[src/rtl/add_pipe_pkg.sv]
// Shared constants for the add_pipe incrementing pipeline: operating modes,
// default parameter values and the width of the handshake counter.
package add_pipe_pkg;

    // Lane overflow handling
    localparam int MODE_WRAP = 0;
    localparam int MODE_SAT  = 1;

    // Default parameter values for add_pipe
    localparam int DEF_WIDTH    = 8;
    localparam int DEF_CHANNELS = 2;
    localparam int DEF_STAGES   = 2;
    localparam int DEF_INCR     = 1;
    localparam int DEF_SATURATE = MODE_WRAP;

    // Legal number of register slices
    localparam int MIN_STAGES = 1;
    localparam int MAX_STAGES = 8;

    // Width of the completed-output-handshake counter
    localparam int CNT_W = 16;

endpackage

[src/rtl/add_pipe_stage.sv]
// One valid/ready register slice. The slice accepts a new payload whenever it
// is empty or its downstream neighbour is taking the current one, so a full
// chain of slices can shift in a single cycle without bubbles.
module add_pipe_stage #(
    parameter int PW = 1
) (
    input  logic          clk,
    input  logic          rst,
    input  logic          up_valid,
    input  logic [PW-1:0] up_data,
    output logic          ready,
    output logic          dn_valid,
    output logic [PW-1:0] dn_data,
    input  logic          dn_ready
);

    logic          valid_q, valid_d;
    logic [PW-1:0] data_q, data_d;

    assign ready    = !valid_q || dn_ready;
    assign dn_valid = valid_q;
    assign dn_data  = data_q;

    // Next state: load from upstream when ready; an empty upstream clears valid
    always_comb begin
        valid_d = valid_q;
        data_d  = data_q;
        if (ready) begin
            valid_d = up_valid;
            if (up_valid) begin
                data_d = up_data;
            end
        end
    end

    // Slice registers, cleared asynchronously so outputs read zero during reset
    always_ff @(posedge clk or posedge rst) begin
        if (rst) begin
            valid_q <= 1'b0;
            data_q  <= '0;
        end else begin
            valid_q <= valid_d;
            data_q  <= data_d;
        end
    end

endmodule

[src/rtl/add_pipe.sv]
// Multi-lane constant incrementer behind a chain of valid/ready register
// slices. The add (with optional saturation) sits in front of the first slice;
// later slices only carry the result, its per-lane carry flags and valid.
module add_pipe
    import add_pipe_pkg::*;
#(
    parameter int          WIDTH    = DEF_WIDTH,
    parameter int          CHANNELS = DEF_CHANNELS,
    parameter int          STAGES   = DEF_STAGES,
    parameter int unsigned INCR     = DEF_INCR,
    parameter int          SATURATE = DEF_SATURATE
) (
    input  logic                      clk,
    input  logic                      rst,
    input  logic                      in_valid,
    output logic                      in_ready,
    input  logic [CHANNELS*WIDTH-1:0] in_data,
    output logic                      out_valid,
    input  logic                      out_ready,
    output logic [CHANNELS*WIDTH-1:0] out_data,
    output logic [CHANNELS-1:0]       out_ovf,
    output logic [CNT_W-1:0]          xfer_count
);

    localparam int DW = CHANNELS * WIDTH;
    localparam int PW = DW + CHANNELS;
    localparam logic [WIDTH:0] INCR_EXT = (WIDTH + 1)'(INCR);

    // Refuse to build with an unusable slice count or an increment that
    // does not fit in one lane
    if (STAGES < MIN_STAGES || STAGES > MAX_STAGES) begin : g_bad_stages
        $fatal(1, "add_pipe: STAGES must be within 1..8");
    end
    if ((64'(INCR) >> WIDTH) != 64'd0) begin : g_bad_incr
        $fatal(1, "add_pipe: INCR must be below 2**WIDTH");
    end

    logic [DW-1:0]       sum_data;
    logic [CHANNELS-1:0] sum_ovf;

    // Per-lane add at WIDTH+1 bits; the carry is the lane's overflow flag
    for (genvar gi = 0; gi < CHANNELS; gi++) begin : g_lane
        logic [WIDTH:0] lane_sum;
        assign lane_sum = {1'b0, in_data[gi*WIDTH +: WIDTH]} + INCR_EXT;
        assign sum_ovf[gi] = lane_sum[WIDTH];
        assign sum_data[gi*WIDTH +: WIDTH] =
            (SATURATE == MODE_SAT && lane_sum[WIDTH]) ? {WIDTH{1'b1}} : lane_sum[WIDTH-1:0];
    end

    // Slice chain: each slice is fed by its predecessor (the adder for the
    // first one) and hears ready from its successor (out_ready for the last)
    for (genvar gi = 0; gi < STAGES; gi++) begin : g_slice
        logic          up_valid_w, ready_w, dn_valid_w, dn_ready_w;
        logic [PW-1:0] up_data_w, dn_data_w;

        if (gi == 0) begin : g_head
            assign up_valid_w = in_valid;
            assign up_data_w  = {sum_ovf, sum_data};
        end else begin : g_link
            assign up_valid_w = g_slice[gi-1].dn_valid_w;
            assign up_data_w  = g_slice[gi-1].dn_data_w;
        end

        if (gi == STAGES - 1) begin : g_tail
            assign dn_ready_w = out_ready;
        end else begin : g_mid
            assign dn_ready_w = g_slice[gi+1].ready_w;
        end

        add_pipe_stage #(
            .PW(PW)
        ) u_stage (
            .clk      (clk),
            .rst      (rst),
            .up_valid (up_valid_w),
            .up_data  (up_data_w),
            .ready    (ready_w),
            .dn_valid (dn_valid_w),
            .dn_data  (dn_data_w),
            .dn_ready (dn_ready_w)
        );
    end

    assign in_ready  = g_slice[0].ready_w;
    assign out_valid = g_slice[STAGES-1].dn_valid_w;
    assign out_data  = g_slice[STAGES-1].dn_data_w[DW-1:0];
    assign out_ovf   = g_slice[STAGES-1].dn_data_w[PW-1:DW];

    logic [CNT_W-1:0] xfer_q, xfer_d;

    // Count output handshakes; natural wrap at the counter width
    always_comb begin
        xfer_d = xfer_q + CNT_W'(out_valid && out_ready);
    end

    // Handshake counter register
    always_ff @(posedge clk or posedge rst) begin
        if (rst) begin
            xfer_q <= '0;
        end else begin
            xfer_q <= xfer_d;
        end
    end

    assign xfer_count = xfer_q;

endmodule

[config.mk]
export PLATFORM = sky130hd
export DESIGN_NAME = add_pipe
export DESIGN_NICKNAME = d
export VERILOG_FILES = /design/src/rtl/add_pipe_pkg.sv /design/src/rtl/add_pipe_stage.sv /design/src/rtl/add_pipe.sv
export SDC_FILE = /design/constraint.sdc
export NUM_CORES = 1
export LEC_CHECK = 0
export BUFFER_PORTS_ARGS = -buffer_cell sky130_fd_sc_hd__buf_2
export CELL_PAD_IN_SITES_DETAIL_PLACEMENT = 1
export CELL_PAD_IN_SITES_GLOBAL_PLACEMENT = 2
export CORE_UTILIZATION = 35
export DETAILED_ROUTE_END_ITERATION = 16
export PLACE_DENSITY_LB_ADDON = 0.1
export SLEW_MARGIN = 40
export SYNTH_ARGS = -nofsm -noshare
export SYNTH_HDL_FRONTEND = slang
export SYNTH_SLANG_ARGS = --single-unit
[constraint.sdc]
create_clock -name clk -period 1.83 [get_ports clk]
set_input_delay 0.366 -clock clk [delete_from_list [all_inputs] [get_ports clk]]
set_output_delay 0.366 -clock clk [all_outputs]
set_load 0.05 [all_outputs]
Word level (Yosys, flattened, before mapping)
Cells that the tools add are included.
- input bits: 20
- flip-flop bits (word level): 54
- word-level logic and storage cells: 15
- reduce and logical (&&, ||, !) cells: 7
- add/sub/neg operators: 3
- operators by type and width (cell ; count):
    adder 8 x 1 -> 9 bit, second input constant ; 2
    adder 16 x 1 -> 16 bit ; 1
    AND reduction 2 bit ; 2
    zero test 1 bit ; 2
    logical OR 1 bit ; 2
    logical AND 1 bit ; 1

Depth between registers and ports, before layout
- word-level depth: 4
- depth in mapped cells: 5
- gate-level depth less buffers: 5

By module
Synthesis repeated with hierarchy kept, for this count alone.
- cell total of the unflattened synthesis: 177
- area total of the unflattened synthesis: 2457.4 µm²
- by module, submodules not included (module ; cells an instance ; area an instance (µm²) ; times used):
    add_pipe_stage ; 42 ; 762.0 ; 2
    add_pipe ; 93 ; 933.4 ; 1

Least setup slack after synthesis
No wires, ideal clock.
- path kind: register to register
- start: reg g_slice[1].u_stage.valid_q
- end: reg xfer_q[15] (netlist: xfer_count[15])
- setup slack: 0.109 ns
- setup time: 0.082 ns
- data required time: 1.748 ns
- clock period less this slack: 1.721 ns
- data arrival time: 1.639 ns
- stages on the path, launching flop included: 6
- buffers on the path: 0
- cell sequence: dfrtp_1 and2_1 ha_1 nand4_2 nor4_2 xor2_1
- cells in the longest elaborated chain, start to end: 2
- ends and longest elaborated chain (what ; line ; RTL):
    start: declaration ; add_pipe_stage.sv:17 ; logic valid_q, valid_d;
    start signal: assignment ; add_pipe_stage.sv:42 ; valid_q <= valid_d;
    logical AND 1 bit ; add_pipe.sv:93 ; xfer_d = xfer_q + CNT_W'(out_valid && out_ready);
    adder 16 x 1 -> 16 bit ; add_pipe.sv:93 ;
    named net xfer_d[15] ; add_pipe.sv:89 ; logic [CNT_W-1:0] xfer_q, xfer_d;
    end signal: assignment ; add_pipe.sv:101 ; xfer_q <= xfer_d;
    end: declaration ; add_pipe.sv:89 ;
The timed path passes the listed nets, and every way through them passes these cells.
A chain may end at the register's enable or synchronous reset.

Worst setup path after layout
- start: reg g_slice[0].u_stage.valid_q
- end: out in_ready
- cells in the longest elaborated chain, start to end: 2
- ends and longest elaborated chain (what ; line ; RTL):
    start: declaration ; add_pipe_stage.sv:17 ;
    start signal: assignment ; add_pipe_stage.sv:42 ;
    zero test 1 bit ; add_pipe_stage.sv:20 ; assign ready = !valid_q || dn_ready;
    logical OR 1 bit ; add_pipe_stage.sv:20 ;
    end: declaration ; add_pipe.sv:16 ; output logic in_ready,
No other way between the ends.

==> reports/metrics.cfg <==
[floorplan]
std_cell_rows=29
chipHeight_um=84.9
ios=56
initial_utilization=0.370
dieArea_sq_um=7210
fp.dieW_um=84.9
core_area_sq_um=6490

[synth]
synth_area_leader_cell=dfrtp_1
synth.distinct_cells=33
synth.top_cell.area_share=0.562
syn-cell-area_sq_um=2410
synth_area_leaders=dfrtp_1 (56%), mux2_2 (9.4%), o21ai_0 (4.8%)
yosysWarnings=0
ys_seq_area_frac=0.562
synth_common_cells=dfrtp_1 (54), o21ai_0 (23), mux2_2 (20), nand3_1 (11), xor2_1 (11)
yosysMostFrequentCell=dfrtp_1
ys_ff_latch=54
synthCells=195
async_flop_share=1.00
synth_area_per_cell_sq_um=12.3
ys.flop_type=dfrtp_1
synth_edf_count=0
synth_nets=219

[timing]
fin_crit_sh=0.940
finalCriticalPeriod_ps=1720
fmax_mhz=581
relSlewSlack=0.720
rsz0062_at_grt=false
slew_violations=0
finalSetupTns_ps=0
final-hold-violation-count=0
tightest_slew_ps=420
fin_skew_ps=4.18
setup_viol=0

[clocking]
clk_transition_reported_paths_ps=90
tritoncts=built
clkLatencyLatePin_ps=300
cts_htree_levels=2
clock-root-buffer=clkbuf_8
cts_resized=0
cts_setup_buffers=0
clockBufferDepth=2
cts.sinks=54
numCtsBuffers=5
cts_hold_buf=0

[critical_path]
r2r_end=xfer_count[8]
cp.arrival_ps=1360
worstPathRequired_ps=1460
end_kind=primary output
crit_type=flop to primary output
r2r_cells=5
critPathMaxFanout=12
worstReg2RegStart=g_slice[1].u_stage.dn_valid
start_kind=flop
reg2reg_slack_ps=300

[final_layout]
nets=280
stdcell_count=333
n_antenna_cell=0
drive_gt1_frac=0.379
syn2layout_area_growth_pct=19.3

[grt]
grt_pass1_wl_mm=8.80
grt_max_degree=38
antenna_found_initial=0
grt_pass1_vias=1783
track_usage=0.155
overflow=0

[placed_design]
dp_cells=326
gp_congestion=0.699
portBuffers=55
place_hpwl_mm=3.72

[routing]
drc_errors=0
wl_per_cell_um=14.9
routed_wl_mm=4.95
drt-initial-drc-count=37
wl_met2_mm=2.36
vias=1716
dr_wl_met3_um=196
ant_nets=0
route.layer.met1.wl_mm=2.34
routed.top_layer=met4
vias_per_cell=5.15
firstDrtPassIters=5

[power]
p_leak_nw=1.32
peakVddDrop_mv=0.350
p_per_area_nw_per_um2=1180

[run_status]
outcome=finished, final reports clean

[job]
maxCapViolations=0

[min_path]
min_path_type=input pin to asynchronous set/reset pin

## worst max-delay path, cell delays in order, from the launching register on
cell     delay, ps
dfrtp_1        410
and3b_4        260
inv_4          110
buf_2          270
## layer usage
metal,global-route usage,vias to the layer above
met3,0.0292,6
met5,0,-
met1,0.209,850
met4,0.0416,0
li1,-,820
met2,0.259,40
## sequential cells by signal, summed over array words and instances, names as in the netlist
register	flops
g_slice.u_stage.dn_data	36
xfer_count	16
g_slice.u_stage.dn_valid	2
## layout make-up
type,count,area [sq um]
fillers,732,3620
repair buffers,58,323
inverters,6,25.0
clock buffers,7,76.3
multi-input cells,131,998
flip-flops and latches,54,1350
well taps,77,96.3
## where the power goes
group	internal (mW)	switching (mW)	total [mW]
combinational	0.327	0.843	1.17
clock	0.265	0.353	0.618
sequential	1.41	0.183	1.59
total	2.00	1.38	3.38
## per-stage QoR
stage / instance area (sq um) / power [mW] / utilization / setup WS (ps) / hold slack [ps]
floorplan: 2410 / 2.49 / - / 109 / 466
global placement: 2790 / 2.80 / 0.430 / 284 / 387
detailed placement: 2790 / 2.81 / 0.430 / 226 / 388
CTS: 2870 / 3.44 / 0.442 / 93.9 / 59.3
global route: 2870 / 3.57 / 0.442 / 36.8 / 69.3
finish: 2870 / 3.38 / 0.442 / 109 / 54.3
## cell families (layout without fill, tap and decap cells)
group | after synthesis | after routing | synth area share
muxes | 20 | 20 | 0.0936
AOI/OAI and AO/OA | 37 | 37 | 0.0858
adders and majority gates | 4 | 4 | 0.0208
buffers and inverters | 10 | 71 | 0.0234
and+or+nand+nor | 49 | 49 | 0.138
DFF | 54 | 54 | 0.562
xor gates and xnor gates | 21 | 21 | 0.0764
## worst max path at each step
stage / depth (start not counted) / start / slack, ps / end
2_1_floorplan: 5 / g_slice[1].u_stage.dn_valid / 110 / xfer_count[15]
3_3_place_gp: 4 / out_ready / 280 / in_ready
3_5_place_dp: 6 / out_ready / 230 / xfer_count[9]
4_1_cts: 3 / g_slice[0].u_stage.dn_valid / 90 / in_ready
5_1_grt: 3 / g_slice[0].u_stage.dn_valid / 40 / in_ready
6_report: 3 / g_slice[0].u_stage.dn_valid / 110 / in_ready
## placed cells by master, fill, tap and decap left out, types with 9 or more instances in the layout
cell type  netlist  final
nand3_1         11     11
mux2_2          20     20
nand2_1          9      9
dfrtp_1         54     54
xor2_1          11     11
o21ai_0         23     23
xnor2_1         10     10
buf_2            1     55
(Power assumes the default switching activity.)
